===== config.mk =====
export PLATFORM = sky130hd
export DESIGN_NAME = bht_predictor
export DESIGN_NICKNAME = d
export VERILOG_FILES = /design/src/rtl/bht_predictor.sv
export SDC_FILE = /design/constraint.sdc
export NUM_CORES = 1
export LEC_CHECK = 0
export CORE_MARGIN = 1
export CORE_UTILIZATION = 53
export CTS_BUF_LIST = sky130_fd_sc_hd__clkbuf_16
export DETAILED_ROUTE_END_ITERATION = 8
export PLACE_DENSITY_LB_ADDON = 0.08
export SLEW_MARGIN = 10
export SYNTH_ARGS = -nofsm -noshare
export SYNTH_HDL_FRONTEND = slang
export SYNTH_SLANG_ARGS = --single-unit

===== constraint.sdc =====
create_clock -name clk -period 4 [get_ports clk]
set_clock_uncertainty 0.2 [all_clocks]
set_input_delay 0.8 -clock clk [delete_from_list [all_inputs] [get_ports clk]]
set_output_delay 0.8 -clock clk [all_outputs]
set_load 0.05 [all_outputs]

===== src/rtl/bht_predictor.sv =====
// bht_predictor: PC-indexed table of CNT_W-bit saturating branch counters with misprediction stats.
// Optional macro BHT_GSHARE_EN: XOR the lookup index with a resolve-time global history register.
// Ports:
//   clk, rst (sync, active-low)
//   pred_pc_i, pred_br_i        -> pred_taken_o, pred_idx_o   (combinational lookup)
//   upd_valid_i, upd_idx_i, upd_taken_i, upd_pred_i            (resolve-time training)
//   mispredict_o (registered pulse), mispred_cnt_o (saturating count)
module bht_predictor #(
    parameter int PC_W   = 32,
    parameter int IDX_W  = 6,
    parameter int CNT_W  = 2,
    parameter int STAT_W = 16
) (
    input  logic              clk,
    input  logic              rst,
    input  logic [PC_W-1:0]   pred_pc_i,
    input  logic              pred_br_i,
    output logic              pred_taken_o,
    output logic [IDX_W-1:0]  pred_idx_o,
    input  logic              upd_valid_i,
    input  logic [IDX_W-1:0]  upd_idx_i,
    input  logic              upd_taken_i,
    input  logic              upd_pred_i,
    output logic              mispredict_o,
    output logic [STAT_W-1:0] mispred_cnt_o
);
    localparam int N = 1 << IDX_W;
    localparam logic [CNT_W-1:0] CNT_INIT = {1'b1, {(CNT_W-1){1'b0}}};

    logic [CNT_W-1:0]  tbl_q [N];
    logic [CNT_W-1:0]  cnt_cur, cnt_d;
    logic [IDX_W-1:0]  idx;
    logic              mis_q, mis_d;
    logic [STAT_W-1:0] stat_q, stat_d;
    logic              unused_pc;

    assign unused_pc = ^{pred_pc_i[PC_W-1:IDX_W+2], pred_pc_i[1:0]};

`ifdef BHT_GSHARE_EN
    logic [IDX_W-1:0] ghr_q;
    assign idx = pred_pc_i[IDX_W+1:2] ^ ghr_q;
    // History advances only on resolve, so a same-cycle lookup sees the old value.
    always_ff @(posedge clk) begin
        if (!rst)
            ghr_q <= '0;
        else if (upd_valid_i)
            ghr_q <= {ghr_q[IDX_W-2:0], upd_taken_i};
    end
`else
    assign idx = pred_pc_i[IDX_W+1:2];
`endif

    assign pred_idx_o    = idx;
    assign pred_taken_o  = pred_br_i & tbl_q[idx][CNT_W-1];
    assign mispredict_o  = mis_q;
    assign mispred_cnt_o = stat_q;

    always_comb begin
        cnt_cur = tbl_q[upd_idx_i];
        cnt_d   = upd_taken_i ? ((cnt_cur == '1) ? cnt_cur : cnt_cur + 1'b1)
                              : ((cnt_cur == '0) ? cnt_cur : cnt_cur - 1'b1);
        mis_d   = upd_valid_i & (upd_taken_i ^ upd_pred_i);
        stat_d  = (mis_d && stat_q != '1) ? stat_q + 1'b1 : stat_q;
    end

    always_ff @(posedge clk) begin
        if (!rst) begin
            for (int i = 0; i < N; i++)
                tbl_q[i] <= CNT_INIT;
            mis_q  <= 1'b0;
            stat_q <= '0;
        end else begin
            if (upd_valid_i)
                tbl_q[upd_idx_i] <= cnt_d;
            mis_q  <= mis_d;
            stat_q <= stat_d;
        end
    end
endmodule


==> flow_metrics.py <==
metrics = {
    "routing": {
        "vias": 6182,
        "drt_iter0_drc": 736,
        "first_pass_iters": 5,
        "dr_wl_met2_mm": 10.6,
        "wirelength_mm": 22.5,
        "drc_errors": 0,
        "met3WireLength_mm": 2.17,
        "ant_nets": 0,
        "routedLengthMet1_mm": 8.95,
        "wl_per_cell_microns": 24.0,
        "via_per_inst": 6.60,
        "maxUsedRoutingLayer": "met4",
    },
    "logic_synthesis": {
        "postSynth.asyncResetShare_pct": 0,
        "synth-seq-area-share_pct": 53.2,
        "syn_inst": 682,
        "synth_edf_count": 128,
        "syn_area_sq_um": 7870,
        "yosysWarnings": 0,
        "yosys.cell_types.count": 54,
        "ys_ff_latch": 145,
        "synthesis.nets": 727,
        "synth_area_per_cell_sq_um": 11.5,
        "synth_flop_cell": "edfxtp_1",
    },
    "setup_path": {
        "ff2ff_path_depth": 9,
        "crit_fanout": 8,
        "r2r-start": "tbl_q[45][1]$_SDFFCE_PN1P_",
        "cp.arrival_ns": 2.95,
        "required_ns": 3.00,
        "criticalPathCategory": "primary input to output port",
        "critPathCaptureType": "output port",
        "startpoint_type": "primary input",
        "r2r-end": "tbl_q[47][1]$_SDFFCE_PN1P_",
        "rrSetupSlack_ns": 0.90,
        "crit_end": "pred_taken_o",
        "startpoint": "pred_pc_i[3]",
    },
    "clock_tree": {
        "cts-buffers-inserted": 17,
        "cts_max_level": 4,
        "clk_pin_slew_worst_paths_ns": 0.06,
        "clk_latency_ns": 0.44,
        "cts_buffer_depth": 2,
        "cts.sinks": 145,
        "cts_root_buffer": "clkbuf_16",
        "cts_tree": "done",
    },
    "timing": {
        "holdWs_ns": 0.315,
        "min_period_ns": 3.95,
        "period_share_pct": 98.7,
        "layout_setup_ws_ns": 0.0537,
        "finalHoldViolCount": 0,
        "tightest_slew_ns": 0.820,
        "rsz0062_at_grt": "false",
        "setup-violations-final": 0,
        "timing.fmax_ghz": 0.253,
        "worst_slew_margin_rel_pct": 45.0,
        "tns_ns": 0,
        "slew_viol_final": 0,
    },
    "place": {
        "routabilityCongestion": 0.897,
        "numPortBuffers": 41,
        "dpl_worst_slack_ns": -0.441,
        "hpwlAfterDp_mm": 15.6,
        "place_area_sq_um": 8740,
        "place_inst": 901,
    },
    "worst_hold_path": {
        "min_path_type": "flop to flop",
    },
    "die": {
        "initial_core_util_pct": 54.1,
        "io_pins": 68,
        "die_h_microns": 124,
        "die_area_sq_um": 15300,
        "core_region_area_sq_um": 14500,
        "fp-row-count": 44,
        "die_w_microns": 124,
    },
    "run": {
        "maxCapViolCount": 0,
    },
    "layout": {
        "drive_gt1_share_pct": 22.7,
        "stdcell_area_sq_um": 9430,
        "area_delta_synth_final_pct": 19.8,
        "nNetsFinal": 784,
        "final_cells": 936,
        "diodes": 0,
        "fin_util_pct": 64.9,
    },
    "status": {
        "outcome": "completed",
    },
    "grt": {
        "grt_use_total_pct": 31.5,
        "grt_pass1_wl_mm": 34.4,
        "grt_pass1_vias": 5895,
        "antenna_found_initial": 0,
        "grt_max_degree": 36,
        "overflow": 0,
    },
    "power": {
        "powerDensity_nw_per_um2": 402,
        "p_leak_nw": 3.04,
        "totalPowerFinal_mw": 3.79,
        "ir_worst_vdd_mv": 0.296,
    },
}
cells in the final DEF, fill, tap and decap left out, types with 7 or more instances in the layout:
| cell | instances |
|---|---|
| nand3b_1 | 7 |
| clkdlybuf4s50_1 | 33 |
| buf_12 | 10 |
| mux4_2 | 38 |
| nand2_1 | 59 |
| nand4_1 | 13 |
| a22oi_1 | 7 |
| xnor2_1 | 8 |
| o21ai_0 | 61 |
| a21oi_1 | 8 |
| buf_4 | 62 |
| and2_1 | 14 |
| mux2i_1 | 17 |
| nor3_1 | 48 |
| nor2_1 | 31 |
| edfxtp_1 | 128 |
| clkbuf_16 | 17 |
| dfxtp_1 | 17 |
| nand3_1 | 69 |
synth_stat cells (all sizes together) (3+ instances only):
| library cell | number | area [sq um] |
|---|---|---|
| a21boi | 4 | 30.0 |
| xnor2 | 8 | 70.1 |
| mux2i | 17 | 170 |
| nor2b | 6 | 37.5 |
| nor3b | 4 | 30.0 |
| dfxtp | 17 | 340 |
| nor2 | 31 | 116 |
| and3 | 3 | 18.8 |
| mux4 | 38 | 856 |
| or3b | 4 | 35.0 |
| xor2 | 5 | 43.8 |
| a21oi | 8 | 40.0 |
| nand3b | 7 | 52.6 |
| nor3 | 54 | 300 |
| o22ai | 3 | 18.8 |
| clkbuf | 40 | 150 |
| nand2b | 5 | 31.3 |
| buf | 36 | 253 |
| mux2 | 4 | 45.0 |
| or3 | 4 | 25.0 |
| nand4 | 13 | 81.3 |
| nand3 | 69 | 345 |
| o21ai | 61 | 305 |
| edfxtp | 128 | 3840 |
| nand2 | 59 | 221 |
| or2 | 3 | 18.8 |
| a22oi | 7 | 52.6 |
| and2 | 15 | 93.8 |
| inv | 4 | 15.0 |
area by class of cell:
class	instances	area [sq um]
Inverter	4	15.0
Timing Repair Buffer	114	1130
Multi-Input combinational cell	457	3270
Sequential cell	145	4180
Fill cell	1141	5100
Tap cell	184	230
Clock inverter	15	169
Clock buffer	17	425
layer usage:
metal	up-vias	track usage (%)
met5	-	0
met4	0	13.0
met3	55	7.19
met2	380	48.4
met1	3031	43.0
li1	2716	-
power by group:
| part | internal, mW | leakage (nW) | switching, mW |
|---|---|---|---|
| combinational | 0.188 | 1.49 | 0.300 |
| sequential | 1.67 | 1.26 | 0.0134 |
| clock | 0.974 | 0.284 | 0.641 |
| total | 2.83 | 3.04 | 0.954 |
registers in the layout, summed over array words and instances, names as in the netlist:
register,flops
mispred_cnt_o,16
tbl_q,128
mispredict_o,1
repair_timing:
item,in CTS,in global routing
setup buffers,0,0
endpoints found under the setup margin,1,1
hold buffers,0,0
cloned,3,0
gates resized for setup,13,1
worst min path at each step:
| stage | start | to | cells after the start |
|---|---|---|---|
| 2_1_floorplan | mispred_cnt_o[12]$_SDFFE_PN0P_ | mispred_cnt_o[12]$_SDFFE_PN0P_ | 2 |
| 3_3_place_gp | mispred_cnt_o[12]$_SDFFE_PN0P_ | mispred_cnt_o[12]$_SDFFE_PN0P_ | 2 |
| 3_5_place_dp | mispred_cnt_o[12]$_SDFFE_PN0P_ | mispred_cnt_o[12]$_SDFFE_PN0P_ | 2 |
| 4_1_cts | mispred_cnt_o[12]$_SDFFE_PN0P_ | mispred_cnt_o[12]$_SDFFE_PN0P_ | 2 |
| 5_1_grt | mispred_cnt_o[8]$_SDFFE_PN0P_ | mispred_cnt_o[8]$_SDFFE_PN0P_ | 2 |
| 6_report | mispred_cnt_o[12]$_SDFFE_PN0P_ | mispred_cnt_o[12]$_SDFFE_PN0P_ | 2 |
cell families (layout without fill, tap and decap cells):
| group | count (synthesis) | in the layout | share of synthesized area (%) |
|---|---|---|---|
| buffers and inverters | 80 | 150 | 5.31 |
| DFF | 145 | 145 | 53.2 |
| AOI/OAI and AO/OA | 99 | 99 | 7.52 |
| and+or+nand+nor | 283 | 283 | 18.5 |
| muxes | 59 | 59 | 13.6 |
| adders and majority gates | 3 | 3 | 0.413 |
| xor gates and xnor gates | 13 | 13 | 1.45 |
critical path, cell delays in order:
cell	delay (ns)
clkdlybuf4s15_2	0.26
bufbuf_16	0.30
mux4_2	0.28
mux4_2	0.49
mux4_2	0.49
and2_4	0.18
buf_6	0.14
No activity file was read; power rests on OpenSTA's default activity.
